`config.mk`:
```
export PLATFORM = sky130hd
export DESIGN_NAME = row_vector_feeder_flat
export DESIGN_NICKNAME = d
export VERILOG_FILES = /design/src/rtl/row_vector_feeder_pkg.sv /design/src/rtl/row_vector_feeder_if.sv /design/src/rtl/row_vector_feeder.sv /design/src/flat_wrapper.sv
export SDC_FILE = /design/constraint.sdc
export NUM_CORES = 1
export LEC_CHECK = 0
export ABC_CLOCK_PERIOD_IN_PS = 3500
export CAP_MARGIN = 30
export CORE_AREA = 3 3 454 456
export CTS_CLUSTER_DIAMETER = 60
export DETAILED_ROUTE_END_ITERATION = 8
export DIE_AREA = 0 0 457 459
export PLACE_DENSITY = 0.38
export SYNTH_ARGS = -nofsm -noshare
export SYNTH_HDL_FRONTEND = slang
export SYNTH_SLANG_ARGS = --single-unit
```
`constraint.sdc`:
```
create_clock -name clk -period 3.5 [get_ports clk]
set_input_delay 0.7 -clock clk [delete_from_list [all_inputs] [get_ports clk]]
set_output_delay 0.7 -clock clk [all_outputs]
set_load 0.005 [all_outputs]
```
`src/rtl/row_vector_feeder_pkg.sv`:
```
// Shared dot-product definitions: chunk geometry defaults and feeder FSM encoding.
package row_vector_feeder_pkg;

  localparam int DP_NI            = 8;
  localparam int DP_ELEMENT_WIDTH = 32;

  typedef enum logic [1:0] {
    ST_IDLE   = 2'd0,
    ST_ISSUE  = 2'd1,
    ST_DRAIN  = 2'd2,
    ST_FINISH = 2'd3
  } feeder_state_t;

endpackage

```
`src/rtl/row_vector_feeder_if.sv`:
```
// Row/vector chunk memory read bus; the feeder drives addresses, memories return chunks.
interface row_vector_feeder_if #(
  parameter int NI            = 8,
  parameter int ELEMENT_WIDTH = 32,
  parameter int ADDR_WIDTH    = 10
) ();
  logic [ADDR_WIDTH-1:0]       row_mem_addr;
  logic [NI*ELEMENT_WIDTH-1:0] row_mem_data;
  logic [ADDR_WIDTH-1:0]       vec_mem_addr;
  logic [NI*ELEMENT_WIDTH-1:0] vec_mem_data;

  modport master (output row_mem_addr, output vec_mem_addr,
                  input  row_mem_data, input  vec_mem_data);
  modport slave  (input  row_mem_addr, input  vec_mem_addr,
                  output row_mem_data, output vec_mem_data);
endinterface

```
`src/rtl/row_vector_feeder.sv`:
```
// Streams row/vector chunk pairs to the dot-product unit and writes finished row results.
//   state     | meaning
//   ST_IDLE   | waiting for start
//   ST_ISSUE  | one row/vector address pair per cycle
//   ST_DRAIN  | all addresses issued, collecting remaining row results
//   ST_FINISH | one cycle; done pulses on the following cycle
module row_vector_feeder
  import row_vector_feeder_pkg::*;
#(
  parameter int NI            = DP_NI,
  parameter int ELEMENT_WIDTH = DP_ELEMENT_WIDTH,
  parameter int ADDR_WIDTH    = 10
) (
  input  logic                        clk,
  input  logic                        reset,
  input  logic                        start,
  input  logic [15:0]                 no_of_rows,
  input  logic [31:0]                 no_of_multiples,
  row_vector_feeder_if.master         mem,
  output logic [NI*ELEMENT_WIDTH-1:0] a,
  output logic [NI*ELEMENT_WIDTH-1:0] p,
  output logic                        start_row_by_vector,
  input  logic [ELEMENT_WIDTH-1:0]    result,
  input  logic                        decoder_read_now,
  output logic                        res_wr_en,
  output logic [ADDR_WIDTH-1:0]       res_wr_addr,
  output logic [ELEMENT_WIDTH-1:0]    res_wr_data,
  output logic                        busy,
  output logic                        done
);

  feeder_state_t state_q, state_next;

  logic [15:0] rows_q, row_q, res_cnt_q, res_cnt_next;
  logic [31:0] mult_q, chunk_q;
  logic        chunk_last, last_issue, capture;

  assign chunk_last   = (chunk_q == mult_q - 32'd1);
  assign last_issue   = chunk_last && (row_q == rows_q - 16'd1);
  assign capture      = decoder_read_now && ((state_q == ST_ISSUE) || (state_q == ST_DRAIN));
  assign res_cnt_next = capture ? res_cnt_q + 16'd1 : res_cnt_q;

  always_ff @(posedge clk) begin
    if (reset) state_q <= ST_IDLE;
    else       state_q <= state_next;
  end

  always_comb begin
    state_next = state_q;
    case (state_q)
      ST_IDLE:
        if (start) begin
          if ((no_of_rows == 16'd0) || (no_of_multiples == 32'd0)) state_next = ST_FINISH;
          else                                                      state_next = ST_ISSUE;
        end
      ST_ISSUE:  if (last_issue) state_next = ST_DRAIN;
      // a count already complete on entry still exits here on the first DRAIN cycle
      ST_DRAIN:  if (res_cnt_next >= rows_q) state_next = ST_FINISH;
      ST_FINISH: state_next = ST_IDLE;
      default:   state_next = ST_IDLE;
    endcase
  end

  always_ff @(posedge clk) begin
    if (reset) begin
      rows_q              <= '0;
      mult_q              <= '0;
      row_q               <= '0;
      chunk_q             <= '0;
      res_cnt_q           <= '0;
      mem.row_mem_addr    <= '0;
      mem.vec_mem_addr    <= '0;
      a                   <= '0;
      p                   <= '0;
      start_row_by_vector <= 1'b0;
      res_wr_en           <= 1'b0;
      res_wr_addr         <= '0;
      res_wr_data         <= '0;
      busy                <= 1'b0;
      done                <= 1'b0;
    end else begin
      start_row_by_vector <= (state_q == ST_ISSUE);
      res_wr_en           <= capture;
      done                <= (state_q == ST_FINISH);
      busy                <= (state_next == ST_ISSUE) || (state_next == ST_DRAIN);

      if (state_q == ST_ISSUE) begin
        a <= mem.row_mem_data;
        p <= mem.vec_mem_data;
      end

      if (capture) begin
        res_wr_data <= result;
        res_wr_addr <= ADDR_WIDTH'(res_cnt_q);
        res_cnt_q   <= res_cnt_next;
      end

      if ((state_q == ST_IDLE) && start) begin
        rows_q           <= no_of_rows;
        mult_q           <= no_of_multiples;
        row_q            <= '0;
        chunk_q          <= '0;
        res_cnt_q        <= '0;
        mem.row_mem_addr <= '0;
        mem.vec_mem_addr <= '0;
      end

      // row address is row*multiples+chunk, which is simply a running count
      if ((state_q == ST_ISSUE) && !last_issue) begin
        mem.row_mem_addr <= mem.row_mem_addr + ADDR_WIDTH'(1);
        if (chunk_last) begin
          chunk_q          <= '0;
          mem.vec_mem_addr <= '0;
          row_q            <= row_q + 16'd1;
        end else begin
          chunk_q          <= chunk_q + 32'd1;
          mem.vec_mem_addr <= ADDR_WIDTH'(chunk_q + 32'd1);
        end
      end
    end
  end

endmodule
```
`src/flat_wrapper.sv`:
```
// flat-port wrapper written by rule: the top's interface ports become plain ports
module row_vector_feeder_flat import row_vector_feeder_pkg::*;
#(
  parameter int NI            = DP_NI,
  parameter int ELEMENT_WIDTH = DP_ELEMENT_WIDTH,
  parameter int ADDR_WIDTH    = 10
)
  (clk, reset, start, no_of_rows, no_of_multiples, a, p, start_row_by_vector, result, decoder_read_now, res_wr_en, res_wr_addr, res_wr_data, busy, done, mem_row_mem_addr, mem_vec_mem_addr, mem_row_mem_data, mem_vec_mem_data);
  row_vector_feeder_if #(.NI(NI), .ELEMENT_WIDTH(ELEMENT_WIDTH), .ADDR_WIDTH(ADDR_WIDTH)) mem_i ();
  input  logic clk;
  input  logic reset;
  input  logic start;
  input  logic [15:0] no_of_rows;
  input  logic [31:0] no_of_multiples;
  output logic [NI*ELEMENT_WIDTH-1:0] a;
  output logic [NI*ELEMENT_WIDTH-1:0] p;
  output logic start_row_by_vector;
  input  logic [ELEMENT_WIDTH-1:0] result;
  input  logic decoder_read_now;
  output logic res_wr_en;
  output logic [ADDR_WIDTH-1:0] res_wr_addr;
  output logic [ELEMENT_WIDTH-1:0] res_wr_data;
  output logic busy;
  output logic done;
  output wire logic [$bits(mem_i.row_mem_addr)-1:0] mem_row_mem_addr;
  output wire logic [$bits(mem_i.vec_mem_addr)-1:0] mem_vec_mem_addr;
  input wire logic [$bits(mem_i.row_mem_data)-1:0] mem_row_mem_data;
  input wire logic [$bits(mem_i.vec_mem_data)-1:0] mem_vec_mem_data;
  assign mem_row_mem_addr = mem_i.row_mem_addr;
  assign mem_vec_mem_addr = mem_i.vec_mem_addr;
  assign mem_i.row_mem_data = mem_row_mem_data;
  assign mem_i.vec_mem_data = mem_vec_mem_data;
  row_vector_feeder #(.NI(NI), .ELEMENT_WIDTH(ELEMENT_WIDTH), .ADDR_WIDTH(ADDR_WIDTH)) u_core (.clk(clk), .reset(reset), .start(start), .no_of_rows(no_of_rows), .no_of_multiples(no_of_multiples), .mem(mem_i), .a(a), .p(p), .start_row_by_vector(start_row_by_vector), .result(result), .decoder_read_now(decoder_read_now), .res_wr_en(res_wr_en), .res_wr_addr(res_wr_addr), .res_wr_data(res_wr_data), .busy(busy), .done(done));
endmodule
```
Word-level counts from Yosys, hierarchy flattened --
Index checks and enable logic that the tools add are counted.
Operators by class: add/sub/neg operators 6, $lt $le $gt $ge 1, equal/unequal tests 7, muxes and demuxes 16, reduce and logical (&&, ||, !) cells 13
Operator list (count):
- 32-bit two-way mux | 3
- 16-bit two-way mux | 4
- 10-bit two-way mux | 4
- 16-bit by 1-bit adder with 16-bit output (second input constant) | 2
- 32-bit by 1-bit adder with 32-bit output (second input constant) | 1
- 32-bit == test | 1
- 32-bit zero test | 1
- 32-bit by 1-bit subtractor with 32-bit output (second input constant) | 1
- 16-bit == test | 1
- 16-bit >= comparator | 1
- 16-bit zero test | 1
- 16-bit by 1-bit subtractor with 16-bit output (second input constant) | 1
- 10-bit by 1-bit adder with 10-bit output (second input constant) | 1
- 2-bit two-way mux | 4
- 2-bit one-hot mux with 4 select lines | 1
- 2-bit == test (second input constant) | 3
- 2-bit by 1-bit == test with 1-bit output (second input constant) | 2
- 1-bit logical AND | 4
- 1-bit logical OR | 3
- 2-bit zero test | 1
- 2-bit nonzero test | 1
- 2-bit OR reduction | 1
- 1-bit zero test | 1
Storage, ports and cells: register bits 692, input port bits 596, output and inout bits 578, word-level logic and storage cells 59

Depth between registers and ports, before layout --
Gate-level depths: netlist (run 1).
depth after elaboration 9, depth in mapped cells 19, mapped depth without buffers 19

Worst setup path before layout (run 1) --
OpenSTA, ideal clock, no wires.
path type flip-flop to flip-flop, start register u_core.state_q[0], end register u_core.busy, library setup time 0.128 ns, data arrival time 3.524 ns, setup slack -0.152 ns, cell stages (with the launch flop) 18, path buffers 0, period minus slack after synthesis 3.652 ns, path through dfxtp_1 inv_1 ha_1 and2_1 nand4_1 nor3_1 and3_1 xor2_1 ha_1 and3_1 a2111o_1 a221oi_1 o21ai_0 a31oi_1 o21ai_0 a21boi_0 xnor2_1 nor2_1
On the way: longest elaborated chain between the ends 9, elaborated cells on any way between the ends 15
RTL lines:
- start: declaration | line row_vector_feeder.sv:32 | feeder_state_t state_q, state_next;
- start signal: assignment | line row_vector_feeder.sv:45 | else state_q <= state_next;
- 2-bit by 1-bit == test with 1-bit output or 2-bit == test (tied branches) | line row_vector_feeder.sv:40 | assign capture = decoder_read_now && ((state_q == ST_ISSUE) || (state_q == ST_DRAIN));
- 1-bit logical OR (*) | line row_vector_feeder.sv:40
- 1-bit logical AND (*) | line row_vector_feeder.sv:40
- 16-bit two-way mux (*) | line row_vector_feeder.sv:41 | assign res_cnt_next = capture ? res_cnt_q + 16'd1 : res_cnt_q;
- net u_core.res_cnt_next[15] | line row_vector_feeder.sv:34 | logic [15:0] rows_q, row_q, res_cnt_q, res_cnt_next;
- 16-bit >= comparator (*) | line row_vector_feeder.sv:58 | ST_DRAIN: if (res_cnt_next >= rows_q) state_next = ST_FINISH;
- 2-bit two-way mux (*) | line row_vector_feeder.sv:58
- 2-bit one-hot mux with 4 select lines (*) | line row_vector_feeder.sv:50 | case (state_q)
- 2-bit by 1-bit == test with 1-bit output or 2-bit == test (tied branches) | line row_vector_feeder.sv:85 | busy <= (state_next == ST_ISSUE) || (state_next == ST_DRAIN);
- 1-bit logical OR (*) | line row_vector_feeder.sv:85
- end signal: assignment | line row_vector_feeder.sv:85
- end: declaration | line row_vector_feeder.sv:28 | output logic busy,
Mark *: on every way through the listed nets, which the timed path passes. The rest lies on a longest branch. A chain may end at the register's enable or synchronous reset.

Worst setup path after layout (run 1) --
start register u_core.state_q[1], end register u_core.busy
Same word-level chain as after synthesis.

==> results of run 1 <==
-- state kept, by name (all words and copies together) (netlist names), 16 cells and up --
name	flops
u_core.a	256
u_core.p	256
u_core.mult_q	32
u_core.res_wr_data	32
u_core.chunk_q	23
u_core.res_cnt_q	16
u_core.row_q	16
u_core.rows_q	16
-- report_power, final --
part	switching, uW	total [uW]	internal, uW
sequential	910	10100	9150
clock	4260	10600	6290
combinational	5760	11500	5760
total	10900	32100	21200
-- worst max-delay path, cell delays in order (launching register included) --
cell	delay (ns)
dfxtp_2	0.33
inv_2	0.05
ha_4	0.26
and2_4	0.15
buf_6	0.09
nand4_1	0.19
nor3_4	0.24
and3_4	0.22
xor2_2	0.17
ha_1	0.28
and3_4	0.17
a2111o_1	0.38
a221oi_2	0.25
o21ai_1	0.11
a31oi_2	0.19
o21ai_1	0.08
a21boi_2	0.17
xnor2_1	0.13
nor2_1	0.06
-- routing by layer --
metal	part of all wire, %	up-vias
li1	-	12178
met4	3.7	54
met1	35	12116
met2	52	925
met5	0.21	-
met3	9.0	272
-- final cells by class --
type / count / area (um^2) / share of cell area (%)
antenna: 27 / 67.6 / 0.146
clock buffer: 141 / 2940 / 6.34
clock inverter: 48 / 514 / 1.11
inverter: 32 / 120 / 0.259
multi-input combinational: 1936 / 12700 / 27.4
sequential: 682 / 13700 / 29.4
tap: 2672 / 3340 / 7.21
timing repair buffer: 1303 / 13000 / 28.0
-- how the worst max path moves through the flow --
| stage | start | endpoint | slack [ns] |
|---|---|---|---|
| CTS | u_core.state_q[1]$_SDFF_PP0_ | u_core.busy$_SDFF_PP0_ | -0.15 |
| global route | u_core.state_q[0]$_SDFF_PP0_ | u_core.busy$_SDFF_PP0_ | -0.32 |
| detailed placement | decoder_read_now | u_core.busy$_SDFF_PP0_ | -0.93 |
| floorplan | decoder_read_now | u_core.busy$_SDFF_PP0_ | 0.00004 |
| finish | u_core.state_q[1]$_SDFF_PP0_ | u_core.busy$_SDFF_PP0_ | -0.12 |
| global placement | decoder_read_now | u_core.busy$_SDFF_PP0_ | -1.00 |
-- per-stage QoR --
step / utilization (%) / cells / total power, uW
after CTS: 22.8 / 6810 / 32800
after detailed placement: 21.1 / 6616 / 21800
final: 23.0 / 6841 / 32100
after floorplan: - / 2849 / 15500
after global routing: 22.9 / 6826 / 33900
after global placement: 21.1 / 6616 / 21800
-- kinds of logic after synthesis --
kind of cell | synth area share (%)
simple gates | 16.6
mux | 19.0
xor+xnor | 2.65
fa+ha+maj | 1.24
compound gates | 6.62
flops | 50.3
buf+inv | 3.51
-- repair_timing --
action / in CTS / in global routing
resized for setup: 18 / 25
setup endpoints to repair: 29 / 53
setup buffers: 5 / 4
pin swaps: 14 / 11
-- layout by cell type (no fill, tap or decap), drive strengths merged, types with 6 or more instances in the layout --
master / n
a211oi: 27
a21o: 7
a21oi: 170
a311oi: 9
a31oi: 11
and2: 6
and3: 35
buf: 131
clkbuf: 141
clkdlybuf4s50: 1172
clkinv: 27
dfxtp: 682
diode: 27
ha: 27
inv: 43
mux2i: 516
nand2: 219
nand2b: 11
nand3: 36
nand4: 19
nor2: 565
nor2b: 32
nor3: 25
nor3b: 7
nor4: 32
o21ai: 23
or3: 11
or3b: 6
or4: 8
xnor2: 54
xor2: 28
==> flow_summary.json, run 1 <==
{
  "synth_fp_nets": 3472,
  "max_freq_mhz": 276,
  "nFillCells": 22025,
  "maxSlewViolCount": 0,
  "antenna_found_initial": 99,
  "r2r_cells": 18,
  "drtIter0Drc": 1290,
  "yosysWarningCount": 0,
  "synthTopCellsByArea": "dfxtp_1 (50%), mux2i_1 (19%), nor2_1 (7.8%)",
  "period_share_pct": 103,
  "grtUsageMet1_pct": 16.0,
  "synth_common_cells": "dfxtp_1 (682), nor2_1 (564), mux2i_1 (516), nand2_1 (218), a21oi_1 (169)",
  "setup_tns_ns": -0.179,
  "nNetsFinal": 4682,
  "dp_hpwl_mm": 144,
  "hold_viol_final": 0,
  "synth_cell_type_count": 70,
  "synth_top_area_cell": "dfxtp_1",
  "syn_area_per_cell_um2": 9.52,
  "synth_area_um2": 27100,
  "syn_to_final_growth_pct": 71.0,
  "wl_per_cell_um": 25.6,
  "grt_use_total_pct": 16.0,
  "cts_buffers": 104,
  "root_buffer": "clkbuf_16",
  "setup_slack_ns": -0.118,
  "worst_ep_arrival_time_ns": 4.23,
  "drcViolationCount": 0,
  "cts_num_sinks": 682,
  "seq_area_frac_synth_pct": 50.3,
  "rsz0062_at_grt": "true",
  "rows": 165,
  "hold_buffers": 0,
  "worst_pin_slew_ns": 0.797,
  "ir_worst_vdd_uv": 417,
  "postPlaceCellArea_um2": 42600,
  "violations": "negative setup slack",
  "ant_nets": 0,
  "ys_seq_elements": 682,
  "overflow": 0,
  "synth_edf_count": 0,
  "endpoint_kind": "flop",
  "reg2reg_to": "u_core.busy$_SDFF_PP0_",
  "htree_levels": 3,
  "synthCells": 2849,
  "finalSetupViolations": 2,
  "clk_path_buf_depth": 3,
  "start_kind": "flop",
  "drive_gt1_share_pct": 9.10,
  "synthArstFlopShare_pct": 0,
  "hold_class": "in2reg",
  "min_from": "reset",
  "die_width_um": 457,
  "power_density_nw_per_um2": 693,
  "synth_top_area_share_pct": 50.3,
  "chipHeight_um": 459,
  "gp_congestion": 0.859,
  "grt_max_degree": 78,
  "grt_pass1_wl_mm": 230,
  "num_io_pins": 1174,
  "coreArea_um2": 202000,
  "route.detailed.vias_per_inst": 3.73,
  "crit_type": "reg2reg",
  "cts_tree": "yes",
  "ys.flop_type": "dfxtp_1",
  "period_needed_ns": 3.62,
  "p_leak_uw": 0.0166,
  "start_util_pct": 13.4,
  "path_max_fanout": 3,
  "hold_path_depth": 2,
  "hold_ws_ns": 0.447,
  "whs_endpoint": "u_core.p[166]$_SDFFE_PP0P_",
  "path_clk_slew_ns": 0.05,
  "outcome": "finished, violations left",
  "clk_latency_ns": 0.72,
  "drt-total-wl_mm": 175,
  "grt_pass1_vias": 25286,
  "worst-endpoint-required_ns": 4.11,
  "dr_total_vias": 25545,
  "max_cap_violations": 0,
  "io_buffers": 1173,
  "relSlewSlack_pct": 46.9,
  "design_area_um2": 46400,
  "dp_worst_setup_slack_ns": -0.934,
  "busiest_layer": "met2",
  "firstDrtPassIters": 5,
  "use_met3_pct": 6.37,
  "use_met2_pct": 29.7,
  "dieArea_um2": 210000,
  "skew_ns": 0.0367,
  "synth_most_common_cell": "dfxtp_1",
  "r2r_slack_ns": -0.12,
  "worst_r2r_startpoint": "u_core.state_q[1]$_SDFF_PP0_"
}
(Power assumes the default switching activity.)
==> run 2, diff against run 1 <==
--- a/config.mk
+++ b/config.mk
@@ -7,10 +7,10 @@
 export LEC_CHECK = 0
 export ABC_CLOCK_PERIOD_IN_PS = 3500
 export CAP_MARGIN = 30
-export CORE_AREA = 3 3 454 456
+export CORE_AREA = 2 2 453 455
 export CTS_CLUSTER_DIAMETER = 60
 export DETAILED_ROUTE_END_ITERATION = 8
-export DIE_AREA = 0 0 457 459
+export DIE_AREA = 0 0 455 457
 export PLACE_DENSITY = 0.38
 export SYNTH_ARGS = -nofsm -noshare
 export SYNTH_HDL_FRONTEND = slang
==> flow_summary.json, run 2 (same netlist as run 1, synthesis figures left out) <==
{
  "outcome": "finished, violations left",
  "violations": "negative setup slack",
  "firstDrtPassIters": 4,
  "hold_class": "in2reg",
  "maxSlewViolCount": 0,
  "drt-total-wl_mm": 150,
  "cts_tree": "yes",
  "slowest_stage": "a2111o_1",
  "nFillCells": 21989,
  "coreArea_um2": 203000,
  "antenna_found_initial": 73,
  "num_io_pins": 1174,
  "max_freq_mhz": 280,
  "grt_pass1_vias": 25210,
  "dr_total_vias": 25138,
  "clk_latency_ns": 0.75,
  "grt_max_degree": 137,
  "root_buffer": "clkbuf_16",
  "period_needed_ns": 3.58,
  "cts_num_sinks": 682,
  "drive_gt1_share_pct": 9.37,
  "grt_pass1_wl_mm": 202,
  "dp_worst_setup_slack_ns": -0.929,
  "power_density_nw_per_um2": 686,
  "route.detailed.vias_per_inst": 3.66,
  "seq_area_um2": 13700,
  "p_leak_uw": 0.0167,
  "drcViolationCount": 0,
  "crit_chain": "inv_2 -> ha_4 -> and2_4 -> nand3_1 -> or2_4 -> nor2_4 -> and2_4 -> xor2_2 -> ha_1 -> a21oi_1 -> nor2b_1 -> a2111o_1 -> a221oi_2 -> o21ai_1 -> a31oi_1 -> o21ai_1 -> a21boi_2 -> xnor2_1 -> nor2_1",
  "worst-endpoint-required_ns": 4.06,
  "rows": 166,
  "finalSetupViolations": 2,
  "max_cap_violations": 0,
  "nNetsFinal": 4692,
  "clk_path_buf_depth": 3,
  "setup_tns_ns": -0.0784,
  "start_util_pct": 13.3,
  "final_cell_mix": "clkdlybuf4s50_1 (1172), dfxtp_1 (677), nor2_1 (563), mux2i_1 (516), nand2_1 (217)",
  "postPlaceCellArea_um2": 42600,
  "chipHeight_um": 457,
  "io_buffers": 1173,
  "gp_congestion": 0.859,
  "worst_ep_arrival_time_ns": 4.14,
  "dieArea_um2": 208000,
  "final_common_cell": "clkdlybuf4s50_1",
  "drtIter0Drc": 1052,
  "ant_nets": 0,
  "dp_hpwl_mm": 121,
  "cts_buffers": 102,
  "syn_to_final_growth_pct": 71.8,
  "endpoint_kind": "flop",
  "overflow": 0,
  "wl_per_cell_um": 21.9,
  "skew_ns": 0.0611,
  "max_stage_delay_ns": 0.41,
  "design_area_um2": 46600,
  "worst_pin_slew_ns": 0.885,
  "hold_viol_final": 0,
  "rsz0062_at_grt": "true",
  "path_max_fanout": 3,
  "reg_top3": "u_core.a x256, u_core.p x256",
  "htree_levels": 3,
  "path_clk_slew_ns": 0.05,
  "die_width_um": 455,
  "crit_type": "reg2reg",
  "relSlewSlack_pct": 41.0,
  "hold_buffers": 0,
  "ir_worst_vdd_uv": 365,
  "start_kind": "flop",
  "multi_input_area_um2": 12800,
  "setup_slack_ns": -0.0767,
  "period_share_pct": 102,
  "grt_use_total_pct": 13.8
}
run 2: cell count changes in the layout (fill, tap and decap cells not counted), moves of 3 or more:
cell	change
buf_4	+9
clkinv_2	-7
diode_2	-6
bufinv_16	+5
nor4_1	-4
clkbuf_8	-3
nor3b_1	-3
nor4_2	+3
run 2: power by group:
part           total [uW]  switching (uW)  internal (uW)
clock               10700            4240           6470
sequential          10000             894           9150
combinational       11200            5380           5850
run 2: worst paths after layout:
path / startpoint / to / slack [ns] / depth (start not counted)
worst max-delay path: u_core.state_q[0]$_SDFF_PP0_ / u_core.busy$_SDFF_PP0_ / -0.08 / 19
worst min-delay path: reset / u_core.p[126]$_SDFFE_PP0P_ / 0.34 / 2
worst max register to register: u_core.state_q[0]$_SDFF_PP0_ / u_core.busy$_SDFF_PP0_ / -0.08 / 19
worst min register to register: u_core.res_wr_data[29]$_SDFFE_PP0N_ / u_core.res_wr_data[29]$_SDFFE_PP0N_ / 0.45 / 2
run 2: worst max-delay path, delay by kind of cell (launching register included):
family                   cells  cell delay (ns)
AO/OA/AOI/OAI                7             1.34
XOR/XNOR                     2             0.29
adder cells (fa/ha/maj)      2             0.54
buffers and inverters        1             0.05
flip-flops                   1             0.33
AND/OR/NAND/NOR              7             0.90
run 2: final cells by class:
type | count | area share [%]
clock buffer | 137 | 6.08
timing repair buffer | 1315 | 28.2
tap | 2688 | 7.21
sequential | 682 | 29.3
inverter | 32 | 0.258
clock inverter | 48 | 1.47
antenna | 21 | 0.113
multi-input combinational | 1936 | 27.4
run 2: stage by stage:
step           power (uW)  hold WS [ns]  cells  utilization, %
6_report            32000         0.342   6859            22.9
5_1_grt             33800         0.327   6849            22.9
4_1_cts             32600         0.267   6828            22.7
3_5_place_dp        21400         0.449   6638            21.0
2_1_floorplan       15500         0.432   2849               -
3_3_place_gp        21400         0.443   6638            21.0
run 2: per-layer routing:
metal  routed length, um  share of wire, %  track usage, %
met4                5390               3.6            5.10
met5                 285              0.19               0
met1               52800                35            13.7
met3               12000               8.0            5.03
met2               79400                53            26.0
run 2: repair_timing:
action                     in CTS  in global routing
pin swaps                      12                 17
gates resized for setup        13                 36
setup endpoints to repair       4                 44
buffers inserted                5                  9
cloned                          0                  2
